### config.mk
export PLATFORM = sky130hd
export DESIGN_NAME = srl_bus_fifo
export DESIGN_NICKNAME = d
export VERILOG_FILES = /design/src/rtl/srl_pkg.sv /design/src/rtl/srl_fifo_mem.sv /design/src/rtl/srl_bus_fifo.sv
export SDC_FILE = /design/constraint.sdc
export NUM_CORES = 1
export LEC_CHECK = 0
export BUFFER_PORTS_ARGS = -buffer_cell sky130_fd_sc_hd__buf_4
export CELL_PAD_IN_SITES_DETAIL_PLACEMENT = 1
export CELL_PAD_IN_SITES_GLOBAL_PLACEMENT = 2
export CORE_ASPECT_RATIO = 1.4
export CORE_MARGIN = 5
export CORE_UTILIZATION = 42
export CTS_CLUSTER_SIZE = 20
export DETAILED_ROUTE_END_ITERATION = 10
export MAX_ROUTING_LAYER = met4
export PLACE_DENSITY = 0.8
export SLEW_MARGIN = 0
export SYNTH_ARGS = -nofsm -noshare
export SYNTH_HDL_FRONTEND = slang
export SYNTH_SLANG_ARGS = --single-unit
### constraint.sdc
create_clock -name clk -period 2.85 [get_ports clk]
set_input_delay 0.1425 -clock clk [delete_from_list [all_inputs] [get_ports clk]]
set_output_delay 0.1425 -clock clk [all_outputs]
set_load 0.02 [all_outputs]
### src/rtl/srl_pkg.sv
// Shared constants and helpers for the SRL bus delay line and its output FIFO.
package srl_pkg;

   localparam int SRL_DEFAULT_BUS_WIDTH  = 8;
   localparam int SRL_DEFAULT_FIFO_DEPTH = 16;

   // Wide carrier for the saturating-increment helper; callers cast to their own width.
   typedef logic [31:0] srl_cnt_t;

   function automatic int ptr_width(input int depth);
      return $clog2(depth) + 1;
   endfunction

   function automatic srl_cnt_t sat_inc(input srl_cnt_t v, input int width);
      srl_cnt_t lim;
      lim = (srl_cnt_t'(1) << width) - srl_cnt_t'(1);
      return (v >= lim) ? lim : v + srl_cnt_t'(1);
   endfunction

endpackage

### src/rtl/srl_fifo_mem.sv
// FIFO storage: synchronous write, asynchronous (show-ahead) read, no reset on contents.
module srl_fifo_mem #(
   parameter int BUS_WIDTH = 8,
   parameter int DEPTH     = 16,
   parameter int AW        = $clog2(DEPTH)
) (
   input  logic                 clk,
   input  logic                 we,
   input  logic [AW-1:0]        waddr,
   input  logic [BUS_WIDTH-1:0] wdata,
   input  logic [AW-1:0]        raddr,
   output logic [BUS_WIDTH-1:0] rdata
);

   logic [BUS_WIDTH-1:0] r_mem [DEPTH];

   always_ff @(posedge clk) begin
      if (we) r_mem[waddr] <= wdata;
   end

   assign rdata = r_mem[raddr];

endmodule

### src/rtl/srl_bus_fifo.sv
// Absorbs the non-stallable delay-line output into a FIFO with valid/ready drain, drop counting
// and a sticky overflow flag. Define SRL_BUS_FIFO_HWM_EN to add the high_water output.
module srl_bus_fifo
   import srl_pkg::*;
#(
   parameter int BUS_WIDTH      = SRL_DEFAULT_BUS_WIDTH,
   parameter int DEPTH          = SRL_DEFAULT_FIFO_DEPTH,
   parameter int DROP_CNT_WIDTH = 8
) (
   input  logic                          clk,
   input  logic                          rst,
   input  logic                          in_valid,
   input  logic [BUS_WIDTH-1:0]          in_data,
   output logic                          out_valid,
   input  logic                          out_ready,
   output logic [BUS_WIDTH-1:0]          out_data,
   output logic [ptr_width(DEPTH)-1:0]   fill_level,
`ifdef SRL_BUS_FIFO_HWM_EN
   output logic [ptr_width(DEPTH)-1:0]   high_water,
`endif
   output logic                          overflow,
   output logic [DROP_CNT_WIDTH-1:0]     drop_count,
   input  logic                          clear_overflow
);

   localparam int PW = ptr_width(DEPTH);
   localparam int AW = PW - 1;

   logic [PW-1:0]             r_wr, r_rd, r_fill;
   logic                      r_ovf;
   logic [DROP_CNT_WIDTH-1:0] r_drop;

   logic                      w_empty, w_full, w_rd, w_wr, w_drop;
   logic [PW-1:0]             w_wr_nxt, w_rd_nxt, w_fill_nxt;
   logic [DROP_CNT_WIDTH-1:0] w_drop_inc;

   // MSB is the wrap bit: same address with differing wrap bits means full.
   assign w_empty = (r_wr == r_rd);
   assign w_full  = (r_wr[AW-1:0] == r_rd[AW-1:0]) && (r_wr[AW] != r_rd[AW]);

   assign w_rd   = !w_empty && out_ready;
   assign w_wr   = in_valid && (!w_full || w_rd);
   assign w_drop = in_valid && w_full && !w_rd;

   assign w_wr_nxt   = r_wr + PW'(w_wr);
   assign w_rd_nxt   = r_rd + PW'(w_rd);
   assign w_fill_nxt = w_wr_nxt - w_rd_nxt;
   assign w_drop_inc = DROP_CNT_WIDTH'(sat_inc(srl_cnt_t'(r_drop), DROP_CNT_WIDTH));

   srl_fifo_mem #(
      .BUS_WIDTH (BUS_WIDTH),
      .DEPTH     (DEPTH),
      .AW        (AW)
   ) u_mem (
      .clk   (clk),
      .we    (w_wr),
      .waddr (r_wr[AW-1:0]),
      .wdata (in_data),
      .raddr (r_rd[AW-1:0]),
      .rdata (out_data)
   );

   always_ff @(posedge clk or posedge rst) begin
      if (rst) begin
         r_wr   <= '0;
         r_rd   <= '0;
         r_fill <= '0;
      end else begin
         r_wr   <= w_wr_nxt;
         r_rd   <= w_rd_nxt;
         r_fill <= w_fill_nxt;
      end
   end

   // A drop in the same cycle as a clear wins, leaving a count of one.
   always_ff @(posedge clk or posedge rst) begin
      if (rst) begin
         r_ovf  <= 1'b0;
         r_drop <= '0;
      end else if (w_drop) begin
         r_ovf  <= 1'b1;
         r_drop <= clear_overflow ? DROP_CNT_WIDTH'(1) : w_drop_inc;
      end else if (clear_overflow) begin
         r_ovf  <= 1'b0;
         r_drop <= '0;
      end
   end

`ifdef SRL_BUS_FIFO_HWM_EN
   logic [PW-1:0] r_hwm;

   always_ff @(posedge clk or posedge rst) begin
      if (rst)                      r_hwm <= '0;
      else if (clear_overflow)      r_hwm <= r_fill;
      else if (w_fill_nxt > r_hwm)  r_hwm <= w_fill_nxt;
   end

   assign high_water = r_hwm;
`endif

   assign out_valid  = !w_empty;
   assign fill_level = r_fill;
   assign overflow   = r_ovf;
   assign drop_count = r_drop;

endmodule

==> flow_summary.json, run 1 <==
{
  "max_freq_ghz": 0.359,
  "postRouteAntennaNets": 0,
  "vias": 3321,
  "ios": 36,
  "crit_path_end_kind": "register",
  "nFillCells": 1326,
  "drt_iter0_markers": 170,
  "p_seq_share_pct": 34.6,
  "diodes": 0,
  "cts.sinks": 152,
  "syn-num-nets": 364,
  "power_switching_uw": 2740,
  "post-route-period-util_pct": 97.7,
  "fin_cells": 609,
  "path_clk_slew_ns": 0.07,
  "syn_avg_cell_area_um2": 18.3,
  "synth_largest_area_cell": "edfxtp_1",
  "die-area_mm2": 0.0174,
  "dpl.hpwl_um": 8840,
  "grt_pass1_vias": 3753,
  "critPathTopFamily": "adder cells",
  "io_buffers": 35,
  "synth-main-ff-cell": "edfxtp_1",
  "switching_share_pct": 33.4,
  "rrSetupSlack_ns": 0.07,
  "yosysSeqAreaShare_pct": 71.2,
  "via_per_inst": 5.45,
  "track_usage_pct": 16.9,
  "drt_pre_antenna_iters": 4,
  "status": "completed",
  "finalHoldViolations": 0,
  "synthTopCellsByArea": "edfxtp_1 62%, mux4_2 12%, dfrtp_1 9.6%",
  "power_uw": 8200,
  "cts_tree": "done",
  "start_util_pct": 43.0,
  "grt_start_max_net_pins": 35,
  "fin_crit_ns": 2.78,
  "antenna_found_initial": 0,
  "cts_root_buffer": "clkbuf_16",
  "rr_worst_depth": 14,
  "setup_viol": 0,
  "maxCapViolations": 0,
  "min_path_cells": 1,
  "netlist.area_leader.share_pct": 61.6,
  "nNetsFinal": 430,
  "ir_drop_uv": 735,
  "critical_path_class": "reg2reg",
  "coreArea_mm2": 0.0145,
  "drc": 0,
  "ys_types": 41,
  "drv_slew": 0,
  "tightest_slew_ns": 0.947,
  "rsz0062_at_grt": "true",
  "start_kind": "register",
  "die_w_um": 113,
  "finClkSkew_ns": 0.0129,
  "totalWireLength_um": 13300,
  "p_comb_share_pct": 37.7,
  "async_reset_ff_share_pct": 15.8,
  "syn_to_final_growth_pct": 21.9,
  "crit_chain": "xor2_1, nor4_2, buf_4, a21bo_1, inv_2, ha_4, inv_1, ha_2, inv_2, fa_2, a21o_1, a21oi_2, xnor2_1, xnor2_1",
  "clockBufferDepth": 2,
  "synth_edf_count": 128,
  "drive_above_1_share_pct": 37.4,
  "grt_pass1_wl_um": 21300,
  "wire_per_inst_um": 21.9,
  "dp_cells": 572,
  "cp_num_buf_inv": 4,
  "cp.arrival_ns": 3.09,
  "cts_buffers": 17,
  "r2r_end": "fill_level[4]",
  "p_clk_share_pct": 27.7,
  "cp_slowest_cell": "dfrtp_2",
  "leakage_uw": 0.00269,
  "min_to": "u_mem.r_mem[8][0]",
  "internal_power_uw": 5470,
  "pwr_density_cell_mw_per_mm2": 1080,
  "grt_overflow_total": 0,
  "yosys_warnings": 0,
  "cts-htree-levels": 4,
  "reg2reg_from": "r_rd[0]",
  "hp-start": "in_data[0]",
  "clk_latency_ns": 0.42,
  "syn_area_mm2": 0.00624,
  "ys_ff_latch": 152,
  "slew_headroom_pct": 36.8,
  "row_count": 52,
  "netlist_instances": 341,
  "max_stage_delay_ns": 0.41,
  "hold_class": "in2reg",
  "die_h_um": 154,
  "cp.required_ns": 3.15,
  "crit_fanout": 3,
  "gp_congestion": 0.774
}
## cells by family after synthesis
group | count (synthesis) | share of synthesized area (%)
flip-flops | 152 | 71.2
AND/OR/NAND/NOR | 64 | 5.70
AO/OA/AOI/OAI | 36 | 4.49
multiplexers | 33 | 11.7
buffers and inverters | 31 | 2.63
XOR/XNOR | 15 | 2.11
adder cells (fa/ha/maj) | 10 | 2.13
## worst max path at each step
stage,startpoint,to,cells after the start
floorplan,r_wr[1],fill_level[4],14
global placement,r_wr[3],fill_level[4],14
detailed placement,r_wr[3],fill_level[4],14
CTS,r_wr[3],fill_level[4],14
global route,r_rd[0],fill_level[4],14
finish,r_rd[0],fill_level[4],14
## placed cells by master, fill, tap and decap left out, types with 3 or more instances in the layout
cell       count
ha_4           5
and2_1         3
dfrtp_1       23
a31oi_1        5
ha_1           3
nand2_1       14
nor3_1         8
xnor2_1        8
inv_6          5
inv_2          3
a22oi_1       16
inv_1          8
and3_1         4
a211oi_1       4
clkinv_4       3
inv_8          4
a21o_1         3
edfxtp_1     128
nor4_1         4
nor2_1         7
mux4_2        32
nand3_1        6
nor4_2         5
buf_4         64
clkbuf_16     17
xor2_1         5
## state kept, by name, indices dropped and copies added (netlist names)
signal,flops
r_rd,5
u_mem.r_mem,128
overflow,1
drop_count,8
r_wr,5
fill_level,5
## cells in the mapped netlist (all sizes together), types with 7 or more instances
cell type,n
edfxtp,128
mux4,32
dfrtp,24
a22oi,16
nand2,15
buf,14
inv,11
ha,9
nor4,9
nor3,8
xnor2,8
nor2,7
xor2,7
## what timing repair did
action | CTS | global route
hold endpoints to repair | 31 | 0
resized for setup | 1 | 1
buffers inserted | 1 | 2
pin swaps | 0 | 4
setup endpoints to repair | 2 | 1
hold buffers | 2 | 0
## per-stage QoR
stage / setup TNS, ns / cell area, µm² / setup slack (ns) / util [%] / hold WS (ns)
floorplan: 0 / 6340 / 0.00561 / - / 0.157
global placement: 0 / 6950 / 0.0773 / 47.9 / 0.387
detailed placement: 0 / 6950 / 0.0177 / 47.9 / 0.391
CTS: 0 / 7580 / 0.0286 / 52.3 / 0.0287
global route: -0.0717 / 7600 / -0.0717 / 52.4 / 0.0306
finish: 0 / 7600 / 0.0655 / 52.4 / 0.0371
## final cells by class
type                       count  area, µm²  area share, %
multi-input combinational    158       1760           23.2
clock buffer                  17        425           5.59
tap                          189        236           3.11
inverter                      11       41.3          0.543
timing repair buffer          67        512           6.73
sequential                   152       4450           58.5
clock inverter                15        180           2.37
## power by group through the flow
| stage | clock, µW | combinational (µW) | sequential [µW] |
|---|---|---|---|
| after floorplan | 0 | 2040 | 2930 |
| after global placement | 0 | 3000 | 2860 |
| after detailed placement | 0 | 3100 | 2890 |
| after CTS | 2320 | 3140 | 2850 |
| after global routing | 2440 | 3370 | 2860 |
| final | 2280 | 3090 | 2840 |
## per-layer routing
metal,GRT usage [%],routed length [µm],up-vias
met3,3.87,403,13
met5,-,0,-
met4,4.70,184,0
met2,30.3,7640,57
li1,-,-,1493
met1,18.9,5120,1758
Power figures use the tool's default switching activity.
==> inputs of run 2 (changes only) <==
--- a/config.mk
+++ b/config.mk
@@ -11,11 +11,13 @@
 export CORE_ASPECT_RATIO = 1.4
 export CORE_MARGIN = 5
 export CORE_UTILIZATION = 42
+export CTS_CLUSTER_DIAMETER = 200
 export CTS_CLUSTER_SIZE = 20
 export DETAILED_ROUTE_END_ITERATION = 10
 export MAX_ROUTING_LAYER = met4
-export PLACE_DENSITY = 0.8
+export PLACE_DENSITY = 0.79
 export SLEW_MARGIN = 0
 export SYNTH_ARGS = -nofsm -noshare
 export SYNTH_HDL_FRONTEND = slang
+export SYNTH_HIERARCHICAL = 1
 export SYNTH_SLANG_ARGS = --single-unit
==> run 2 against run 1 <==
  * Wire length is 3.5% higher
  * Clock power is 2% lower
  * Clock skew is 0.0061 ns lower
  * Highest routed layer unchanged
  * Sequential share of layout area is 0.37 points lower
==> flow_summary.json, run 2 <==
{
  "crit_path_end_kind": "register",
  "grt_pass1_vias": 3729,
  "place_area_mm2": 0.00689,
  "gp_congestion": 0.780,
  "grt_start_max_net_pins": 35,
  "layout_commonest_cell": "edfxtp_1",
  "setup_viol": 0,
  "finalHoldViolations": 0,
  "syn_to_final_growth_pct": 22.5,
  "hold_slack_ns": 0.0364,
  "drt_iter0_markers": 199,
  "fin_crit_ns": 2.78,
  "post-route-period-util_pct": 97.5,
  "netlist.area_leader.share_pct": 61.5,
  "grt_overflow_total": 0,
  "nFillCells": 1346,
  "dpl.hpwl_um": 9000,
  "dp_cells": 568,
  "fin_cells": 607,
  "ys_types": 40,
  "yosys_warnings": 6,
  "vias": 3319,
  "io_buffers": 35,
  "largest-register": "u_mem/r_mem",
  "ys_ff_latch": 152,
  "clk_latency_ns": 0.42,
  "cts-htree-levels": 4,
  "rsz0062_at_grt": "true",
  "grt_pass1_wl_um": 21700,
  "die_w_um": 113,
  "diodes": 0,
  "hold_class": "in2reg",
  "die_h_um": 154,
  "max_freq_ghz": 0.360,
  "finClkSkew_ns": 0.00685,
  "switching_share_pct": 32.5,
  "cts_tree": "done",
  "ir_drop_uv": 839,
  "p_comb_share_pct": 38.8,
  "synth-main-ff-cell": "edfxtp_1",
  "async_reset_ff_share_pct": 15.8,
  "netlist_instances": 328,
  "drt_pre_antenna_iters": 5,
  "internal_power_uw": 5630,
  "multiInputGateArea_mm2": 0.00181,
  "row_count": 52,
  "totalWireLength_um": 13800,
  "largest_register_ffs": 128,
  "status": "completed",
  "crit_fanout": 2,
  "drive_above_1_share_pct": 34.4,
  "syn_avg_cell_area_um2": 19.1,
  "postRouteAntennaNets": 0,
  "leakage_uw": 0.00277,
  "coreArea_mm2": 0.0146,
  "start_kind": "register",
  "power_uw": 8340,
  "via_per_inst": 5.47,
  "nNetsFinal": 428,
  "slew_headroom_pct": 34.3,
  "antenna_found_initial": 0,
  "die-area_mm2": 0.0175,
  "cts_root_buffer": "clkbuf_16",
  "track_usage_pct": 17.3,
  "clockBufferDepth": 2,
  "syn-num-nets": 351,
  "p_seq_share_pct": 34.5,
  "setup_tns_ns": 0,
  "synth_common_cells": "128 x edfxtp_1, 24 x dfrtp_1, 18 x mux4_2",
  "cts_buffers": 17,
  "start_util_pct": 42.9,
  "syn_area_mm2": 0.00625,
  "drv_slew": 0,
  "yosysSeqAreaShare_pct": 71.1,
  "maxCapViolations": 0,
  "pwr_density_cell_mw_per_mm2": 1090,
  "power_switching_uw": 2710,
  "p_clk_share_pct": 26.7,
  "synth.most_common_cell": "edfxtp_1",
  "path_clk_slew_ns": 0.06,
  "final_area_mm2": 0.00766,
  "synth_edf_count": 128,
  "synthTopCellsByArea": "edfxtp_1 61%, dfrtp_1 9.6%, mux4_2 6.5%",
  "drc": 0,
  "cts.sinks": 152,
  "tightest_slew_ns": 0.981,
  "critical_path_class": "reg2reg",
  "ios": 36,
  "regArea_mm2": 0.00445,
  "final_cell_mix": "128 x edfxtp_1, 68 x buf_4, 21 x dfrtp_1",
  "synth_largest_area_cell": "edfxtp_1",
  "wire_per_inst_um": 22.8,
  "cp.arrival_ns": 3.08,
  "cp.required_ns": 3.15
}
[run 2: cell types whose count changed after synthesis, sizes merged, moves of 2 or more]
cell	change
and4	+2
buf	-4
clkbuf	-6
clkdlybuf4s25	+3
inv	-2
nand2	-4
nand3b	+2
nor2	+7
nor3	-4
nor4	-8
nor4b	-2
[run 2: cells by family (layout without fill, tap and decap cells)]
group           after synthesis  after routing  synth area share [%]
xor+xnor                     15             15                  2.22
simple gates                 61             61                  5.48
fa+ha+maj                    10             10                  2.12
buf+inv                      22            112                  2.28
compound gates               35             35                  4.20
mux                          33             33                  12.6
flops                       152            152                  71.1
[run 2: final timing paths]
| kind | cells after the start | startpoint | end | slack [ns] |
|---|---|---|---|---|
| max | 13 | r_wr[0] | fill_level[4] | 0.07 |
| min | 1 | in_data[7] | u_mem/r_mem[1][7] | 0.04 |
| max reg2reg | 13 | r_wr[0] | fill_level[4] | 0.07 |
| min reg2reg | 1 | overflow | overflow | 0.50 |
| max in group asynchronous | 3 | rst | r_wr[0] | 1.70 |
| min in group asynchronous | 3 | rst | drop_count[3] | 0.50 |
[run 2: metal layers]
layer,track usage (%),share of wire [%]
met5,-,0
met3,3.75,3.3
met4,5.10,1.1
met2,29.7,55
met1,20.5,40
[run 2: per-stage QoR]
stage          utilization (%)  worst slack [ns]
2_1_floorplan                -            0.0171
3_3_place_gp              47.3            0.0184
3_5_place_dp              47.3           -0.0221
4_1_cts                   51.9            0.0104
5_1_grt                   52.5           -0.0831
6_report                  52.5            0.0706
[run 2: final cells by class]
class                           instances  share of cell area, %
Timing Repair Buffer                   71                   7.08
Multi-Input combinational cell        154                   23.6
Clock inverter                         13                   2.01
Clock buffer                           19                   5.65
Inverter                                9                  0.474
Tap cell                              189                   3.09
Sequential cell                       152                   58.1
[run 2: critical path: stages, from the launching register on]
cell     delay, ns
dfrtp_2       0.42
xor2_2        0.19
nor4_4        0.30
buf_4         0.18
nand2_4       0.05
and2_4        0.14
ha_4          0.27
ha_4          0.14
inv_4         0.04
fa_2          0.34
a21o_1        0.19
a21oi_2       0.17
xnor2_2       0.14
xnor2_1       0.08
[run 2: power by group through the flow]
stage                     clock [µW]  combinational, µW  sequential [µW]
final                           2230               3240             2870
after global routing            2380               3510             2900
after CTS                       2260               3150             2870
after detailed placement           0               2990             2900
after global placement             0               2910             2870
after floorplan                    0               1880             2980
[run 2: repair_timing]
item / 4_1_cts / 5_1_grt
endpoints found under the hold margin: 31 / 0
hold buffers: 2 / 0
setup endpoints to repair: 1 / 2
setup buffers: 2 / 3
pin swaps: 8 / 12
resized for setup: 10 / 12
==> inputs of run 3 (changes only) <==
--- a/config.mk
+++ b/config.mk
@@ -8,11 +8,10 @@
 export BUFFER_PORTS_ARGS = -buffer_cell sky130_fd_sc_hd__buf_4
 export CELL_PAD_IN_SITES_DETAIL_PLACEMENT = 1
 export CELL_PAD_IN_SITES_GLOBAL_PLACEMENT = 2
-export CORE_ASPECT_RATIO = 1.4
+export CORE_ASPECT_RATIO = 2
 export CORE_MARGIN = 5
 export CORE_UTILIZATION = 42
 export CTS_CLUSTER_DIAMETER = 200
-export CTS_CLUSTER_SIZE = 20
 export DETAILED_ROUTE_END_ITERATION = 10
 export MAX_ROUTING_LAYER = met4
 export PLACE_DENSITY = 0.79
==> run 3 against run 2 <==
  * Final cell count grew 0.99%
  * Fmax rose by 2.0%
  * Clock power is 5% lower
  * Wire length fell by 1.2%
  * Flip-flop and latch count stayed put
  * First-iteration DRC count grew 11%
  * Clock-buffer cell count shrank 1
  * Sequential share of layout area is 0.45 points higher
  * Largest cell class unchanged
  * Highest routed layer unchanged
==> flow_summary.json, run 3 (synthesis results as in run 2) <==
{
  "crit_path_end_kind": "register",
  "maxCapViolations": 0,
  "largest-register": "u_mem/r_mem",
  "start_kind": "register",
  "drt_pre_antenna_iters": 4,
  "path_clk_slew_ns": 0.07,
  "dpl.hpwl_um": 9490,
  "crit_fanout": 2,
  "cts_buffers": 17,
  "leakage_uw": 0.00277,
  "drv_slew": 0,
  "utilization_pct": 51.5,
  "die_w_um": 96.3,
  "io_buffers": 35,
  "fin_cells": 613,
  "cp.required_ns": 3.15,
  "pwr_density_cell_mw_per_mm2": 1060,
  "largest_register_ffs": 128,
  "track_usage_pct": 17.7,
  "start_util_pct": 42.4,
  "vias": 3276,
  "drive_above_1_share_pct": 34.9,
  "cts-htree-levels": 4,
  "grt_pass1_vias": 3731,
  "setup_viol": 0,
  "cts.sinks": 152,
  "status": "completed",
  "antenna_found_initial": 0,
  "max_freq_ghz": 0.367,
  "finClkSkew_ns": 0.00636,
  "totalWireLength_um": 13700,
  "ios": 36,
  "syn_to_final_growth_pct": 21.5,
  "cp.arrival_ns": 3.03,
  "rsz0062_at_grt": "true",
  "critical_path_class": "reg2reg",
  "finalHoldViolations": 0,
  "hold_class": "in2reg",
  "postRouteAntennaNets": 0,
  "dp_cells": 578,
  "grt_overflow_total": 0,
  "drt_iter0_markers": 220,
  "cts_root_buffer": "clkbuf_16",
  "grt_pass1_wl_um": 21700,
  "layout_commonest_cell": "edfxtp_1",
  "final_cell_mix": "128 x edfxtp_1, 69 x buf_4, 21 x dfrtp_1",
  "coreArea_mm2": 0.0147,
  "via_per_inst": 5.34,
  "tightest_slew_ns": 0.951,
  "ir_drop_uv": 806,
  "die_h_um": 183,
  "power_uw": 8060,
  "row_count": 63,
  "diodes": 0,
  "cts_tree": "done",
  "gp_congestion": 0.796,
  "grt_start_max_net_pins": 35,
  "post-route-period-util_pct": 95.6,
  "slew_headroom_pct": 36.5,
  "clk_latency_ns": 0.42,
  "wire_per_inst_um": 22.3,
  "clockBufferDepth": 2,
  "fin_crit_ns": 2.73,
  "nNetsFinal": 428,
  "die-area_mm2": 0.0176,
  "drc": 0
}
==> run 3: cell count changes in the layout (fill, tap and decap cells not counted), sizes merged <==
| cell | delta |
|---|---|
| clkinv | -1 |
| clkbuf | -1 |
| inv | +9 |
| clkinvlp | -4 |
| bufinv | -3 |
==> run 3: where the power goes <==
group          internal (µW)  leakage (µW)  switching, µW
clock network           1180      0.000285            921
logic                   1420       0.00103           1680
registers               2740       0.00146            118
==> run 3: worst paths after layout <==
kind	startpoint	end	slack, ns	cells past startpoint
max	r_wr[0]	fill_level[4]	0.12	13
min	in_data[7]	u_mem/r_mem[14][7]	0.03	1
max reg2reg	r_wr[0]	fill_level[4]	0.12	13
min reg2reg	overflow	overflow	0.50	1
max in group asynchronous	rst	r_wr[0]	1.72	3
min in group asynchronous	rst	fill_level[3]	0.49	3
==> run 3: stage by stage <==
stage          setup slack, ns   TNS, ns  hold WS [ns]  area (µm²)
5_1_grt                -0.0173   -0.0173        0.0264        7600
3_3_place_gp          -0.00730  -0.00730         0.384        6930
2_1_floorplan           0.0171         0         0.157        6280
6_report                 0.125         0        0.0300        7600
4_1_cts                0.00675         0        0.0180        7560
3_5_place_dp           -0.0467   -0.0467         0.401        6930
==> run 3: area by class of cell <==
| cell class | count | area, µm² |
|---|---|---|
| multi-input combinational | 154 | 1780 |
| clock inverter | 14 | 109 |
| tap | 195 | 244 |
| sequential | 152 | 4450 |
| fill | 1382 | 7140 |
| inverter | 9 | 33.8 |
| clock buffer | 18 | 450 |
| timing repair buffer | 71 | 538 |
==> run 3: worst max-delay path, cell delays in order, from the launching register on <==
cell and delay (ns):
dfrtp_2 0.43, xor2_2 0.19, nor4_4 0.30, buf_4 0.17, nand2_4 0.04, and2_4 0.15, ha_4 0.17, ha_4 0.26
inv_2 0.04, fa_2 0.33, a21o_1 0.17, a21oi_2 0.12, xnor2_1 0.14, xnor2_1 0.09
==> run 3: layer usage <==
layer	global-route usage, %	share of wire [%]
met1	18.3	36
met2	32.4	60
met3	3.84	2.9
met4	5.25	1.8
met5	-	0
==> run 3: timing repair <==
action,CTS,global route
setup buffers,1,0
endpoints found under the hold margin,31,0
setup endpoints to repair,1,1
gates resized for setup,8,7
pin swaps,7,6
hold buffers,2,0
